--- src/rtl/common_pkg.sv ---
// Purpose: shared link-layer types, 8b/10b K-symbol codes and TX scheduler state encoding.
// Latency: n/a (types and constants only).
// Backpressure: n/a.
package common_pkg;

  // LTSSM link state as seen by the data-link layer.
  typedef enum logic [2:0] {
    RESET_state   = 3'd0,
    DISABLE_state = 3'd1,
    ACTIVE_state  = 3'd2,
    L0s_state     = 3'd3,
    RETRAIN_state = 3'd4
  } state_t;

  localparam logic [7:0] K_SDP = 8'h5C;
  localparam logic [7:0] K_STP = 8'hFB;
  localparam logic [7:0] K_END = 8'hFD;
  localparam logic [7:0] K_EDB = 8'hFE;

  localparam int DLLP_BYTES = 6;

  // Each state names what the lane presents in that cycle.
  typedef enum logic [2:0] {
    TX_IDLE,
    TX_D_SDP,
    TX_D_BODY,
    TX_T_STP,
    TX_T_BODY,
    TX_T_LAST,
    TX_END,
    TX_EDB
  } tx_sched_state_t;

  // Byte idx of a captured DLLP, byte 0 in bits [7:0].
  function automatic logic [7:0] dllp_byte(input logic [47:0] d, input logic [2:0] idx);
    return d[int'(idx)*8 +: 8];
  endfunction

endpackage

--- src/rtl/pcie_l0s_idle_timer.sv ---
// Purpose: saturating idle counter that requests L0s entry once IDLE_CYCLES qualifying cycles elapse.
// Latency: l0s_req is high from the cycle after the IDLE_CYCLES-th counted cycle; drops the cycle after clr.
// Backpressure: none; clr has priority over count_en.
// Ports: pclk/reset_n clock and async active-low reset; count_en counts a qualifying cycle;
//        clr zeroes the counter; l0s_req is high while the counter is saturated.
module pcie_l0s_idle_timer #(
  parameter int IDLE_CYCLES = 64
) (
  input  logic pclk,
  input  logic reset_n,
  input  logic count_en,
  input  logic clr,
  output logic l0s_req
);

  localparam int CNT_W = $clog2(IDLE_CYCLES + 1);
  localparam logic [CNT_W-1:0] CNT_MAX = CNT_W'(IDLE_CYCLES);

  logic [CNT_W-1:0] cnt_q, cnt_d;

  always_comb begin
    cnt_d = cnt_q;
    if (clr) begin
      cnt_d = '0;
    end else if (count_en && (cnt_q != CNT_MAX)) begin
      cnt_d = cnt_q + 1'b1;
    end
  end

  always_ff @(posedge pclk or negedge reset_n) begin
    if (!reset_n) begin
      cnt_q <= '0;
    end else begin
      cnt_q <= cnt_d;
    end
  end

  assign l0s_req = (cnt_q == CNT_MAX);

endmodule

--- src/rtl/pcie_tx_scheduler.sv ---
// Purpose: shares the PIPE TX byte lane between DLLP and TLP sources, framing with SDP/STP..END/EDB.
// Latency: start token on tx_data one cycle after the grant; a TLP byte consumed in cycle n shows in n+1.
// Backpressure: dllp_ready pulses on grant; tlp_ready is high in T_STP/T_BODY, and a missing byte there aborts with EDB.
// Ports: pclk/reset_n clock and async active-low reset; link_state gates grants;
//        dllp_* 48-bit DLLP request/accept; tlp_* byte stream with last flag;
//        tx_data/tx_datak/tx_valid registered lane outputs; underrun_err, l0s_req, busy status.
module pcie_tx_scheduler
  import common_pkg::*;
#(
  parameter int DLLP_BURST_MAX  = 4,
  parameter int L0S_IDLE_CYCLES = 64
) (
  input  logic        pclk,
  input  logic        reset_n,
  input  state_t      link_state,
  input  logic        dllp_valid,
  input  logic [47:0] dllp_data,
  output logic        dllp_ready,
  input  logic        tlp_valid,
  input  logic [7:0]  tlp_data,
  input  logic        tlp_last,
  output logic        tlp_ready,
  output logic [7:0]  tx_data,
  output logic        tx_datak,
  output logic        tx_valid,
  output logic        underrun_err,
  output logic        l0s_req,
  output logic        busy
);

  localparam int STREAK_W = $clog2(DLLP_BURST_MAX + 1);
  localparam logic [STREAK_W-1:0] STREAK_MAX = STREAK_W'(DLLP_BURST_MAX);
  localparam logic [2:0] LAST_IDX = 3'(DLLP_BYTES - 1);

  tx_sched_state_t state_q, state_d;
  logic [2:0]          idx_q, idx_d;
  logic [47:0]         dllp_q, dllp_d;
  logic [STREAK_W-1:0] streak_q, streak_d;
  logic [7:0]          tx_data_q, tx_data_d;
  logic                tx_datak_q, tx_datak_d;
  logic                tx_valid_q, tx_valid_d;
  logic                underrun_q, underrun_d;

  logic link_active, link_kill, arb_slot, grant_dllp, grant_tlp, idle_qual;

  always_comb begin
    link_active = (link_state == ACTIVE_state);
    // RESET/DISABLE abandon the packet at once; L0s/RETRAIN only block new grants.
    link_kill   = (link_state == RESET_state) || (link_state == DISABLE_state);
    // END and EDB arbitrate like IDLE so packets can run back to back.
    arb_slot    = (state_q == TX_IDLE) || (state_q == TX_END) || (state_q == TX_EDB);
    grant_dllp  = arb_slot && link_active && dllp_valid &&
                  !(tlp_valid && (streak_q == STREAK_MAX));
    grant_tlp   = arb_slot && link_active && tlp_valid && !grant_dllp;
    idle_qual   = (state_q == TX_IDLE) && link_active && !dllp_valid && !tlp_valid;
  end

  // reset_n gating keeps the accept pulse low while reset is held.
  assign dllp_ready = grant_dllp && reset_n;
  assign tlp_ready  = ((state_q == TX_T_STP) || (state_q == TX_T_BODY)) && !link_kill;

  always_comb begin
    state_d  = state_q;
    idx_d    = idx_q;
    dllp_d   = dllp_q;
    streak_d = streak_q;
    if (link_kill) begin
      state_d = TX_IDLE;
      idx_d   = '0;
      dllp_d  = '0;
    end else begin
      case (state_q)
        TX_IDLE, TX_END, TX_EDB: begin
          if (grant_dllp) begin
            state_d = TX_D_SDP;
            dllp_d  = dllp_data;
            if (streak_q != STREAK_MAX) streak_d = streak_q + 1'b1;
          end else if (grant_tlp) begin
            state_d  = TX_T_STP;
            streak_d = '0;
          end else begin
            state_d = TX_IDLE;
          end
        end
        TX_D_SDP: begin
          state_d = TX_D_BODY;
          idx_d   = '0;
        end
        TX_D_BODY: begin
          if (idx_q == LAST_IDX) state_d = TX_END;
          else                   idx_d   = idx_q + 3'd1;
        end
        TX_T_STP, TX_T_BODY: begin
          if (!tlp_valid)    state_d = TX_EDB;
          else if (tlp_last) state_d = TX_T_LAST;
          else               state_d = TX_T_BODY;
        end
        TX_T_LAST: state_d = TX_END;
        default:   state_d = TX_IDLE;
      endcase
    end
  end

  // Lane outputs are registered from the next state, so tx_* always matches state_q.
  always_comb begin
    tx_data_d  = 8'h00;
    tx_datak_d = 1'b0;
    underrun_d = 1'b0;
    case (state_d)
      TX_D_SDP:  begin tx_data_d = K_SDP; tx_datak_d = 1'b1; end
      TX_D_BODY: tx_data_d = dllp_byte(dllp_d, idx_d);
      TX_T_STP:  begin tx_data_d = K_STP; tx_datak_d = 1'b1; end
      // Both are only entered on a consumed byte, so tlp_data is that byte.
      TX_T_BODY, TX_T_LAST: tx_data_d = tlp_data;
      TX_END:    begin tx_data_d = K_END; tx_datak_d = 1'b1; end
      TX_EDB:    begin tx_data_d = K_EDB; tx_datak_d = 1'b1; underrun_d = 1'b1; end
      default:   tx_data_d = 8'h00;
    endcase
    tx_valid_d = (state_d != TX_IDLE);
  end

  always_ff @(posedge pclk or negedge reset_n) begin
    if (!reset_n) begin
      state_q    <= TX_IDLE;
      idx_q      <= '0;
      dllp_q     <= '0;
      streak_q   <= '0;
      tx_data_q  <= '0;
      tx_datak_q <= 1'b0;
      tx_valid_q <= 1'b0;
      underrun_q <= 1'b0;
    end else begin
      state_q    <= state_d;
      idx_q      <= idx_d;
      dllp_q     <= dllp_d;
      streak_q   <= streak_d;
      tx_data_q  <= tx_data_d;
      tx_datak_q <= tx_datak_d;
      tx_valid_q <= tx_valid_d;
      underrun_q <= underrun_d;
    end
  end

  assign tx_data      = tx_data_q;
  assign tx_datak     = tx_datak_q;
  assign tx_valid     = tx_valid_q;
  assign underrun_err = underrun_q;
  assign busy         = (state_q != TX_IDLE);

  pcie_l0s_idle_timer #(
    .IDLE_CYCLES(L0S_IDLE_CYCLES)
  ) u_l0s_timer (
    .pclk    (pclk),
    .reset_n (reset_n),
    .count_en(idle_qual),
    .clr     (!idle_qual),
    .l0s_req (l0s_req)
  );

endmodule

--- config.mk ---
export PLATFORM = sky130hd
export DESIGN_NAME = pcie_tx_scheduler
export DESIGN_NICKNAME = d
export VERILOG_FILES = /design/src/rtl/common_pkg.sv /design/src/rtl/pcie_l0s_idle_timer.sv /design/src/rtl/pcie_tx_scheduler.sv
export SDC_FILE = /design/constraint.sdc
export NUM_CORES = 1
export LEC_CHECK = 0
export ABC_AREA = 0
export CORE_MARGIN = 1.5
export CORE_UTILIZATION = 56
export CTS_CLUSTER_SIZE = 10
export DETAILED_ROUTE_END_ITERATION = 12
export GPL_TIMING_DRIVEN = 0
export PLACE_DENSITY = 0.83
export SLEW_MARGIN = 0
export SYNTH_ARGS = -nofsm -noshare
export SYNTH_HDL_FRONTEND = slang
export SYNTH_HIERARCHICAL = 1
export SYNTH_SLANG_ARGS = --single-unit
export TNS_END_PERCENT = 10
--- constraint.sdc ---
create_clock -name pclk -period 4.64 [get_ports pclk]
set_clock_uncertainty 0.2 [all_clocks]
set_input_delay 0.696 -clock pclk [delete_from_list [all_inputs] [get_ports pclk]]
set_output_delay 0.696 -clock pclk [all_outputs]
set_load 0.05 [all_outputs]
# ---- Word-level counts from Yosys, hierarchy flattened
# Cells that the tools add are included.
dict set report totals {
  memories 0
  latchBits 0
  ramBits 0
  register_bits 75
  input_bits 64
  out_inout_bits 15
  rom_bits 0
}
dict set report op_classes {
  n_bitwise 1
  add_sub_neg 3
  reduce_logical 31
  multipliers 0
  mux 21
  n_div 0
  shift 1
  eq_ne 23
  n_lt_le_gt_ge 0
}
# op n
set op_table {}
lappend op_table {{$mux 48} 3}
lappend op_table {{$pmux 8 s6} 1}
lappend op_table {{$shiftx 48x7->8} 1}
lappend op_table {{$eq 3x3->1 const B} 10}
lappend op_table {{$mux 3} 7}
lappend op_table {{$eq 3x2->1 const B} 5}
lappend op_table {{$pmux 3 s5} 1}
lappend op_table {{$mux 7} 2}
lappend op_table {{$logic_and 1x1->1} 12}
lappend op_table {{$eq 3x1->1 const B} 3}
lappend op_table {{$add 7x1->7 const B} 1}
lappend op_table {{$eq 7x7->1 const B} 1}
lappend op_table {{$ne 7x7->1 const B} 1}
lappend op_table {{$add 3x1->3 const B} 2}
lappend op_table {{$logic_not 3->1} 2}
lappend op_table {{$mux 2} 3}
lappend op_table {{$pmux 3 s2} 1}
lappend op_table {{$reduce_bool 3->1} 2}
lappend op_table {{$logic_not 1->1} 5}
lappend op_table {{$logic_or 1x1->1} 4}
lappend op_table {{$reduce_and 4->1} 1}
lappend op_table {{$reduce_or 2->1} 2}
lappend op_table {{$reduce_or 4->1} 1}
lappend op_table {{$mux 1} 3}
lappend op_table {{6 further kinds} 6}

# ---- Logic depth before layout (Yosys ltp)
# Gate-level depths: netlist (run 1).
dict set report depth {
  word_depth 15
  ltp_mapped 12
  mapped_depth_nobuf 10
}

# ---- Hierarchy
# Netlist (run 1), hierarchy kept.
# module area_per_inst_um2 n_inst seq_area_each_um2 cells_per_inst
set modules_own_cells {}
lappend modules_own_cells {pcie_tx_scheduler 3509.6 1 1701.6 369}
lappend modules_own_cells {pcie_l0s_idle_timer 437.9 1 175.2 46}

# ---- Least setup slack after synthesis (run 1)
# Ideal clock, no wire load.
dict set report synth_path {
  path_type {input -> output}
  from {input port link_state[0]}
  to {output port dllp_ready}
  required_ns 3.744
  arrival_ns 2.065
  cell_stages 6
  path_buffers 3
  path_slack_ns 1.679
  cell_sequence {nor3b_2 > o2111a_1 > buf_6 > buf_6 > buf_4 > and2_1}
}
dict set report synth_via {
  elab_chain_cells 5
}
# element line_no
set synth_lines {}
lappend synth_lines {{start, declared} pcie_tx_scheduler.sv:15} ;# input state_t link_state,
lappend synth_lines {{$eq 3x2->1} pcie_tx_scheduler.sv:47} ;# link_active = (link_state == ACTIVE_state);
lappend synth_lines {{$logic_and 1x1->1 (3 in series)} pcie_tx_scheduler.sv:52} ;# grant_dllp = arb_slot && link_active && dllp_valid &&
lappend synth_lines {{$logic_and 1x1->1} pcie_tx_scheduler.sv:59} ;# assign dllp_ready = grant_dllp && reset_n;
lappend synth_lines {{end, declared} pcie_tx_scheduler.sv:18} ;# output logic dllp_ready,
# No other way between the ends.

# ---- Worst setup path after layout (run 1)
dict set report layout_path {
  from {input port link_state[1]}
  to {output port dllp_ready}
}
# The elaborated chain is that of the path after synthesis.

==> results of run 1 <==
critical path: stages:
cell	delay, ps
sky130_fd_sc_hd__clkdlybuf4s50_1	480
sky130_fd_sc_hd__nor3b_2	340
sky130_fd_sc_hd__o2111a_1	320
sky130_fd_sc_hd__buf_6	160
sky130_fd_sc_hd__buf_6	170
sky130_fd_sc_hd__buf_4	200
sky130_fd_sc_hd__and2_1	140
sky130_fd_sc_hd__clkdlybuf4s50_1	790
metrics by stage:
stage                     setup TNS, ps  utilization (%)
after floorplan                       0                -
after CTS                             0            75.01
final                                 0            75.01
after detailed placement              0            71.62
after global routing                  0            75.01
after global placement            -1022            71.36
sequential cells by signal (all words and copies together), names as in the netlist:
| name | flops |
|---|---|
| tx_data | 8 |
| streak_q | 3 |
| dllp_q | 48 |
| u_l0s_timer/cnt_q | 7 |
| tx_datak | 1 |
| state_q | 3 |
| underrun_err | 1 |
| tx_valid | 1 |
| idx_q | 3 |
cells by family after synthesis:
family                     after synthesis  synth area share [%]
xor gates and xnor gates                 2                0.4438
muxes                                   33                 8.621
adders and majority gates                6                 1.902
buffers and inverters                   37                 5.103
DFF                                     75                 47.54
AOI/OAI and AO/OA                       73                 13.76
and+or+nand+nor                        189                 22.63
path summary, 6_finish.rpt:
path | to | startpoint | cells after the start | slack (ps)
worst max-delay path | dllp_ready | link_state[1] | 8 | 440
worst min-delay path | underrun_err | reset_n | 1 | 100
worst max register to register | tx_data[0] | idx_q[0] | 9 | 1550
worst min register to register | dllp_q[22] | dllp_q[22] | 2 | 300
max in group asynchronous | dllp_q[38] | reset_n | 2 | 3570
min in group pclk | dllp_q[22] | dllp_q[22] | 2 | 300
metal layers:
layer	track usage [%]	vias up	share of wire, %
li1	-	1656	-
met5	0	-	0
met3	3.981	24	7.3
met4	11.44	0	2.5
met2	46.72	194	47
met1	39.00	1729	43
layout by cell type, fill, tap and decap left out, types with 7 or more instances in the layout:
master and n:
sky130_fd_sc_hd__inv_1 11, sky130_fd_sc_hd__nor2_1 32, sky130_fd_sc_hd__clkbuf_1 10, sky130_fd_sc_hd__mux2i_1 25
sky130_fd_sc_hd__a21oi_1 11, sky130_fd_sc_hd__dfrtp_1 75, sky130_fd_sc_hd__o21ai_0 7, sky130_fd_sc_hd__nand2_1 78
sky130_fd_sc_hd__clkdlybuf4s50_1 77, sky130_fd_sc_hd__nand3_1 40, sky130_fd_sc_hd__o22ai_1 10, sky130_fd_sc_hd__mux2_2 7
sky130_fd_sc_hd__clkbuf_8 9
layout make-up:
| class | instances | area, µm² |
|---|---|---|
| multi-input cells | 303 | 1869 |
| clock inverters | 5 | 102.6 |
| clock buffers | 10 | 127.6 |
| inverters | 13 | 48.80 |
| well taps | 96 | 120.1 |
| plain buffers | 24 | 152.6 |
| flip-flops and latches | 75 | 1877 |
| fillers | 478 | 1698 |
| repair buffers | 79 | 798.3 |
power by group:
group | total, mW | internal [mW] | switching [mW]
logic | 0.852 | 0.323 | 0.529
registers | 0.786 | 0.743 | 0.0426
clock network | 0.594 | 0.354 | 0.240
total | 2.23 | 1.42 | 0.812
==> impl_metrics.ini, run 1 <==
[layout]
final_nets = 575
drive_above_1_share_pct = 9.627
area_delta_synth_final_pct = 29.10
num_antenna_cells = 0
finish.cell_count_without_fillers = 605
layout.cell_area.non_filler_um2 = 5096

[floorplan]
die_height_um = 86.96
floorplan.io_pins = 79
dieArea_um2 = 7562
rows = 30
placeableCoreArea_um2 = 6794
floorplan.initialDensity_pct = 58.10
die_w_um = 86.96

[run_status]
status = completed

[global_route]
grt.total_usage_pct = 28.73
grt_first_pass_wirelength_um = 16700
grt_overflow_total = 0
antenna_violations_before_repair = 0
first_global_vias = 3476
grt_max_degree = 42

[timing]
timing.final.crit_period_ps = 4201
layout_worst_path_cycle_share_pct = 90.54
hold_violations = 0
post_route_worst_hold_slack_ps = 102.9
worst_slack_ps = 438.8
tightest_slew_ps = 694.6
finalSetupViolCount = 0
timing.max_slew.rel_slack_pct = 53.52
grt_setup_unrepaired = false
fmaxAchievable_ghz = 0.2380
drv_slew = 0

[logic_synthesis]
nets_in_the_synthesized_netlist = 485
yosysUniqueCellTypes = 66
synth_top_cell_by_area = sky130_fd_sc_hd__dfrtp_1
top_cells_by_area_in_the_synthesized_netlist = sky130_fd_sc_hd__dfrtp_1, sky130_fd_sc_hd__nand2_1, sky130_fd_sc_hd__mux2i_1
seq_area_frac_synth_pct = 47.54
synth.yosys.warnings = 6
synth_enable_flop_cells = 0
synthTopCellsByCount = sky130_fd_sc_hd__nand2_1, sky130_fd_sc_hd__dfrtp_1, sky130_fd_sc_hd__nand3_1, sky130_fd_sc_hd__nor2_1, sky130_fd_sc_hd__mux2i_1
ys.flop_type = sky130_fd_sc_hd__dfrtp_1
synthesis.instances = 415
synth.most_common_cell = sky130_fd_sc_hd__nand2_1
yosys_register_bits = 75
synthesis.area_um2 = 3948
syn_avg_cell_area_um2 = 9.512
synthArstFlopShare_pct = 100.0
synth.top_cell.area_share_pct = 47.54

[hold_path]
min-delay-path-class = in -> async

[clock_network]
clkTransAtPathRegs_ps = 80
clockBufferDepth = 2
cts-root-buf = sky130_fd_sc_hd__clkbuf_8
cts.repair.resized = 0
total_number_of_clock_tree_sinks = 75
clock_latency_ps = 340
cts_htree_levels = 3
tritoncts.num_buffers = 9
tritoncts_clock_tree = built
cts.repair_timing.setup_buffer_count = 0
postCtsHoldBufs = 0

[worst_setup_path]
worstSetupPathType = in -> out
worstSetupStartpointType = input port
worstPathMaxFanout = 10
critPathCaptureType = output port
cp.required_ps = 3740
worst_ep_arrival_time_ps = 3310

[routing]
routed_wl_um = 10190
wl_per_cell_um = 16.85
vias = 3603
routed_via_density = 5.955
antenna_left = 0
drt_first_iter_violations = 267
drtPass1Iterations = 6
drc = 0

[power_and_ir_drop]
power_consumption_mw = 2.232
power.density_nw_per_um2 = 438.0
power.ir.vdd_worst_v = 0.0002347
total_leakage_power_nw = 2.327

[placement]
weighted_congestion_reported_at_the_end_of_routability_driven_placement = 0.8978
postPlaceCellArea_um2 = 4866
preCtsSetupSlack_ps = 453.2
post-place-cells = 590
place.port_buffers = 78
hpwlAfterDp_um = 7538

[job]
max_cap_viol_count = 0
Power figures use the tool's default switching activity.
==> run 2, diff against run 1 <==
--- a/config.mk
+++ b/config.mk
@@ -5,13 +5,13 @@
 export SDC_FILE = /design/constraint.sdc
 export NUM_CORES = 1
 export LEC_CHECK = 0
-export ABC_AREA = 0
+export ABC_AREA = 1
 export CORE_MARGIN = 1.5
-export CORE_UTILIZATION = 56
+export CORE_UTILIZATION = 58
 export CTS_CLUSTER_SIZE = 10
 export DETAILED_ROUTE_END_ITERATION = 12
 export GPL_TIMING_DRIVEN = 0
-export PLACE_DENSITY = 0.83
+export PLACE_DENSITY = 0.84
 export SLEW_MARGIN = 0
 export SYNTH_ARGS = -nofsm -noshare
 export SYNTH_HDL_FRONTEND = slang
==> run 2 against run 1 <==
Effect of this change: sequential power grew 7.1%; critical path depth is 1 lower; count of clock-buffer cells in the layout increased by 2; total power is 34% higher; flip-flop and latch count unchanged; sequential share of layout area shrank 3.8 points; synthesized cell count rose by 57%; register-to-register slack better by 450 ps; first-iteration DRC count is 14% higher; via count rose by 22%; cell count grew 40%; die area grew 9.4%; critical endpoint unchanged; largest power group unchanged.
==> impl_metrics.ini, run 2 <==
[worst_setup_path]
worstPathMaxFanout = 10
critPathCaptureType = output port
r2r_start = idx_q[1]
worst_ep_arrival_time_ps = 2960
critical-path-max-stage-delay_ps = 810
register_to_register_setup_slack_ps = 2000
timing.reg2reg.worst_path_depth = 13
critical_path.most_common_cell = sky130_fd_sc_hd__clkdlybuf4s50_1
worstSetupPathType = in -> out
worstSetupStartpointType = input port
worstReg2RegEnd = tx_data[0]
critical_path.slowest_cell = sky130_fd_sc_hd__clkdlybuf4s50_1
path_cells = clkdlybuf4s50_1 > nor3b_4 > nand3_2 > buf_6 > buf_2 > nor2_1 > clkdlybuf4s50_1
cp.required_ps = 3740

[logic_synthesis]
synthArstFlopShare_pct = 100.0
syn_avg_cell_area_um2 = 6.905
nets_in_the_synthesized_netlist = 720
synth_top_cell_by_area = sky130_fd_sc_hd__dfrtp_1
synth_enable_flop_cells = 0
synthTopCellsByCount = sky130_fd_sc_hd__nand2_1, sky130_fd_sc_hd__inv_1, sky130_fd_sc_hd__dfrtp_1, sky130_fd_sc_hd__nand3_1, sky130_fd_sc_hd__nor2_1
synth.yosys.warnings = 6
synth.most_common_cell = sky130_fd_sc_hd__nand2_1
top_cells_by_area_in_the_synthesized_netlist = sky130_fd_sc_hd__dfrtp_1, sky130_fd_sc_hd__nand2_1, sky130_fd_sc_hd__inv_1
yosys_register_bits = 75
synthesis.instances = 650
ys.flop_type = sky130_fd_sc_hd__dfrtp_1
seq_area_frac_synth_pct = 41.82
synthesis.area_um2 = 4488
synth.top_cell.area_share_pct = 41.82
yosysUniqueCellTypes = 32

[layout]
multi_input_gate_area_um2 = 1934
most_common_cell_after_layout_fill_and_taps_aside = sky130_fd_sc_hd__nand2_1
drive_above_1_share_pct = 9.262
num_antenna_cells = 0
area_delta_synth_final_pct = 26.51
final_cell_mix = sky130_fd_sc_hd__nand2_1, sky130_fd_sc_hd__inv_1, sky130_fd_sc_hd__clkdlybuf4s50_1, sky130_fd_sc_hd__dfrtp_1, sky130_fd_sc_hd__nand3_1
layout_fillers = 552
seqCellArea_um2 = 1877
finish.cell_count_without_fillers = 844
max_flop_register = dllp_q
largest_reg_flops = 48
layout.cell_area.non_filler_um2 = 5678
final_nets = 810

[floorplan]
dieArea_um2 = 8275
placeableCoreArea_um2 = 7370
floorplan.io_pins = 79
floorplan.initialDensity_pct = 60.90
die_w_um = 90.97
rows = 31
die_height_um = 90.97

[routing]
routed_wl_um = 11490
vias = 4400
wl_per_cell_um = 13.62
drtPass1Iterations = 5
drc = 0
routed_via_density = 5.213
drt_first_iter_violations = 304
antenna_left = 0

[placement]
place.port_buffers = 78
preCtsSetupSlack_ps = 798.1
hpwlAfterDp_um = 8368
postPlaceCellArea_um2 = 5418
post-place-cells = 828
weighted_congestion_reported_at_the_end_of_routability_driven_placement = 0.8847

[global_route]
first_global_vias = 4402
antenna_violations_before_repair = 0
grt_first_pass_wirelength_um = 19480
grt_overflow_total = 0
grt.total_usage_pct = 29.64
grt_max_degree = 51

[timing]
fmaxAchievable_ghz = 0.2594
timing.max_slew.rel_slack_pct = 63.12
grt_setup_unrepaired = false
post_route_worst_hold_slack_ps = 46.54
layout_worst_path_cycle_share_pct = 83.09
tightest_slew_ps = 553.3
drv_slew = 0
finalSetupViolCount = 0
timing.final.crit_period_ps = 3855
hold_violations = 0
worst_slack_ps = 784.8

[hold_path]
min-delay-path-class = in -> async

[clock_network]
total_number_of_clock_tree_sinks = 75
tritoncts_clock_tree = built
postCtsHoldBufs = 0
cts-root-buf = sky130_fd_sc_hd__clkbuf_8
cts.repair.resized = 0
clkTransAtPathRegs_ps = 80
cts.repair_timing.setup_buffer_count = 0
cts_htree_levels = 3
clockBufferDepth = 2
clock_latency_ps = 360
tritoncts.num_buffers = 9

[run_status]
status = completed

[power_and_ir_drop]
power.ir.vdd_worst_v = 0.0002500
total_leakage_power_nw = 3.238
power_consumption_mw = 2.988
power.density_nw_per_um2 = 526.2

[job]
max_cap_viol_count = 0
==> run 2: changes by cell type after synthesis, sizes merged, moves of 10 or more <==
cell,change
o21ai,+31
inv,+129
mux2i,-25
o22ai,-10
nor2,+29
nand4,+16
nand3,+32
nand2,+108
==> run 2: layout make-up <==
cell class	count	share of cell area (%)
sequential	75	33.05
tap	99	2.182
clock inverter	4	1.675
buffer	23	2.424
timing repair buffer	79	14.19
multi-input combinational	409	34.07
inverter	143	9.498
clock buffer	12	2.909
==> run 2: logic make-up after synthesis <==
group           synth area share, %
compound gates                5.102
xor+xnor                     0.3904
fa+ha+maj                     1.673
buf+inv                       15.08
flops                         41.82
simple gates                  35.94
==> run 2: per-stage QoR <==
stage / utilization (%) / TNS, ps
2_1_floorplan: - / 0
3_3_place_gp: 73.17 / -1540
3_5_place_dp: 73.51 / 0
4_1_cts: 77.05 / 0
5_1_grt: 77.05 / 0
6_report: 77.05 / 0
==> run 2: how the worst max path moves through the flow <==
stage,start,end,slack [ps],cells after the start
finish,link_state[1],dllp_ready,780,7
global route,link_state[1],dllp_ready,650,7
CTS,link_state[1],dllp_ready,780,7
detailed placement,link_state[1],dllp_ready,800,7
global placement,reset_n,dllp_ready,-1060,4
floorplan,link_state[0],dllp_ready,1680,5
==> run 2: worst max-delay path: cells and delay by family <==
family	cells	cell delay [ps]
buf+inv	4	1660
simple gates	3	600
==> run 2: layer usage <==
| metal | routed length [µm] | track usage (%) |
|---|---|---|
| met1 | 4690 | 36.97 |
| met2 | 5496 | 49.00 |
| met3 | 921 | 6.784 |
| met4 | 384 | 13.15 |
| met5 | 0 | 0 |
==> run 2: power breakdown <==
group / internal, mW / switching (mW)
logic: 0.484 / 1.02
registers: 0.787 / 0.0551
clock network: 0.401 / 0.245
total: 1.67 / 1.32
==> run 3, diff against run 2 <==
--- a/config.mk
+++ b/config.mk
@@ -7,11 +7,11 @@
 export LEC_CHECK = 0
 export ABC_AREA = 1
 export CORE_MARGIN = 1.5
-export CORE_UTILIZATION = 58
+export CORE_UTILIZATION = 48
 export CTS_CLUSTER_SIZE = 10
 export DETAILED_ROUTE_END_ITERATION = 12
 export GPL_TIMING_DRIVEN = 0
-export PLACE_DENSITY = 0.84
+export PLACE_DENSITY = 0.74
 export SLEW_MARGIN = 0
 export SYNTH_ARGS = -nofsm -noshare
 export SYNTH_HDL_FRONTEND = slang
==> constraint.sdc (replaced) <==
create_clock -name pclk -period 3.2 [get_ports pclk]
set_clock_uncertainty 0.2 [all_clocks]
set_input_delay 0.48 -clock pclk [delete_from_list [all_inputs] [get_ports pclk]]
set_output_delay 0.48 -clock pclk [all_outputs]
set_load 0.05 [all_outputs]
==> run 3 against run 2 <==
Effect of this change: clock power increased by 3.1%; largest cell class unchanged; flip-flop and latch count unchanged; critical path type unchanged; cell count is 1.5% higher; total power rose by 36%; first-iteration DRC count decreased by 41%; global-route usage down 5.8 points; core utilization is 16 points lower; register-to-register slack worse by 1500 ps.
==> impl_metrics.ini, run 3 (synthesis gave the netlist of run 2 again) <==
[hold_path]
min-delay-path-class = in -> async

[global_route]
antenna_violations_before_repair = 0
grt.total_usage_pct = 23.84
grt_max_degree = 57
first_global_vias = 4017
grt_first_pass_wirelength_um = 18590
grt_overflow_total = 0

[power_and_ir_drop]
clock_power_share_pct = 16.4
power.share.sequential_pct = 30.1
power.ir.vdd_worst_v = 0.0003414
power.switching_mw = 1.926
total_leakage_power_nw = 3.193
power.density_nw_per_um2 = 722.4
power.switching_fraction_pct = 47.54
internal_power_mw = 2.125
power.share.combinational_pct = 53.4

[clock_network]
clockBufferDepth = 2
total_number_of_clock_tree_sinks = 75
tritoncts_clock_tree = built
clock_latency_ps = 360
cts.repair_timing.setup_buffer_count = 0
cts-root-buf = sky130_fd_sc_hd__clkbuf_8
cts_htree_levels = 3
clkTransAtPathRegs_ps = 90
tritoncts.num_buffers = 9

[floorplan]
floorplan.io_pins = 79
die_w_um = 99.70
placeableCoreArea_um2 = 9153
floorplan.initialDensity_pct = 49.04
dieArea_um2 = 9939
rows = 35
die_height_um = 99.70

[timing]
final.setup.tns_ps = 0
drv_slew = 0
timing.max_slew.rel_slack_pct = 59.92
fmaxAchievable_ghz = 0.3218
layout_worst_path_cycle_share_pct = 97.11
hold_violations = 0
tightest_slew_ps = 601.1
worst_slack_ps = 92.34
timing.final.crit_period_ps = 3108
finalSetupViolCount = 0
grt_setup_unrepaired = false

[routing]
drc = 0
wl_per_cell_um = 13.35
drt_first_iter_violations = 180
vias = 4287
drtPass1Iterations = 4
routed_wl_um = 11450
routed_via_density = 5.002
antenna_left = 0

[layout]
post-route-util_pct = 61.27
layout_fillers = 846
most_common_cell_after_layout_fill_and_taps_aside = sky130_fd_sc_hd__nand2_1
num_antenna_cells = 0
final_nets = 811
layout.cell_area.non_filler_um2 = 5608
max_flop_register = dllp_q
area_delta_synth_final_pct = 24.95
final_cell_mix = sky130_fd_sc_hd__nand2_1, sky130_fd_sc_hd__inv_1, sky130_fd_sc_hd__clkdlybuf4s50_1, sky130_fd_sc_hd__dfrtp_1, sky130_fd_sc_hd__nand3_1
largest_reg_flops = 48
drive_above_1_share_pct = 9.383

[worst_setup_path]
critical-path-max-stage-delay_ps = 710
worstSetupStartpointType = input port
critical_path.slowest_cell = sky130_fd_sc_hd__clkdlybuf4s50_1
cp.required_ps = 2520
number_of_buffer_and_inverter_stages_on_the_critical_path = 3
worstSetupPathType = in -> out
path_cells = clkdlybuf4s50_1 > nor2_1 > clkbuf_2 > nor2_1 > clkdlybuf4s50_1
register_to_register_setup_slack_ps = 550
cp_top_family = buffers and inverters
worst_ep_arrival_time_ps = 2430
critPathCaptureType = output port
worstPathMaxFanout = 10

[job]
max_cap_viol_count = 0

[placement]
hpwlAfterDp_um = 8484
place.port_buffers = 78
preCtsSetupSlack_ps = -209.8
postPlaceCellArea_um2 = 5433
weighted_congestion_reported_at_the_end_of_routability_driven_placement = 0.9055

[run_status]
status = completed
[run 3: cell types whose count changed in the layout (fill, tap and decap cells not counted), sizes merged]
cell	change
clkinvlp	+3
clkinv	+1
clkdlybuf4s50	-1
dlygate4sd3	+1
bufinv	-3
inv	+1
clkbuf	-1
[run 3: per-stage QoR]
step,hold WS [ps],total power [mW],cells
4_1_cts,340.2,4.030,857
6_report,335.8,4.051,857
3_3_place_gp,312.0,3.315,839
3_5_place_dp,192.5,3.370,840
5_1_grt,363.1,4.356,857
2_1_floorplan,-15.59,2.730,650
[run 3: worst paths after layout]
| path | to | from | depth (start not counted) |
|---|---|---|---|
| max | tlp_ready | link_state[2] | 5 |
| min | u_l0s_timer/cnt_q[6] | reset_n | 2 |
| max reg2reg | tx_data[0] | idx_q[0] | 12 |
| min reg2reg | u_l0s_timer/cnt_q[6] | u_l0s_timer/cnt_q[6] | 2 |
| max in group asynchronous | dllp_q[8] | reset_n | 3 |
| min in group pclk | u_l0s_timer/cnt_q[6] | u_l0s_timer/cnt_q[6] | 2 |
[run 3: cell type report]
type                    count  area [µm²]  share of cell area, %
repair buffers             80       810.8                  14.46
multi-input cells         409        1934                  34.49
clock inverters             6       41.29                 0.7363
flip-flops and latches     75        1877                  33.47
plain buffers              23       138.9                  2.477
clock buffers              10       127.6                  2.276
inverters                 143       539.3                  9.616
well taps                 111       138.9                  2.477
[run 3: power by group through the flow]
stage | clock, mW | sequential (mW) | combinational, mW
floorplan | 0 | 1.37 | 1.36
global route | 0.711 | 1.24 | 2.41
CTS | 0.667 | 1.22 | 2.14
finish | 0.665 | 1.22 | 2.17
global placement | 0 | 1.23 | 2.08
detailed placement | 0 | 1.24 | 2.13
[run 3: timing repair]
item / in CTS / in global routing
resized for setup: 2 / 2
setup endpoints to repair: 2 / 1
hold endpoints to repair: 20 / 0
hold buffers: 1 / 0
[run 3: worst reg2reg max path: cells and delay by family (launching register included)]
family,cells,cell delay [ps]
flops,1,430
compound gates,1,210
simple gates,9,1050
fa+ha+maj,1,240
buf+inv,1,410
[run 3: layer usage]
metal	part of all wire, %	vias to the layer above	global-route usage, %
met3	5.6	21	4.146
met1	46	1975	31.72
met5	0	-	0
met4	1.9	0	8.342
li1	-	2152	-
met2	47	139	39.35
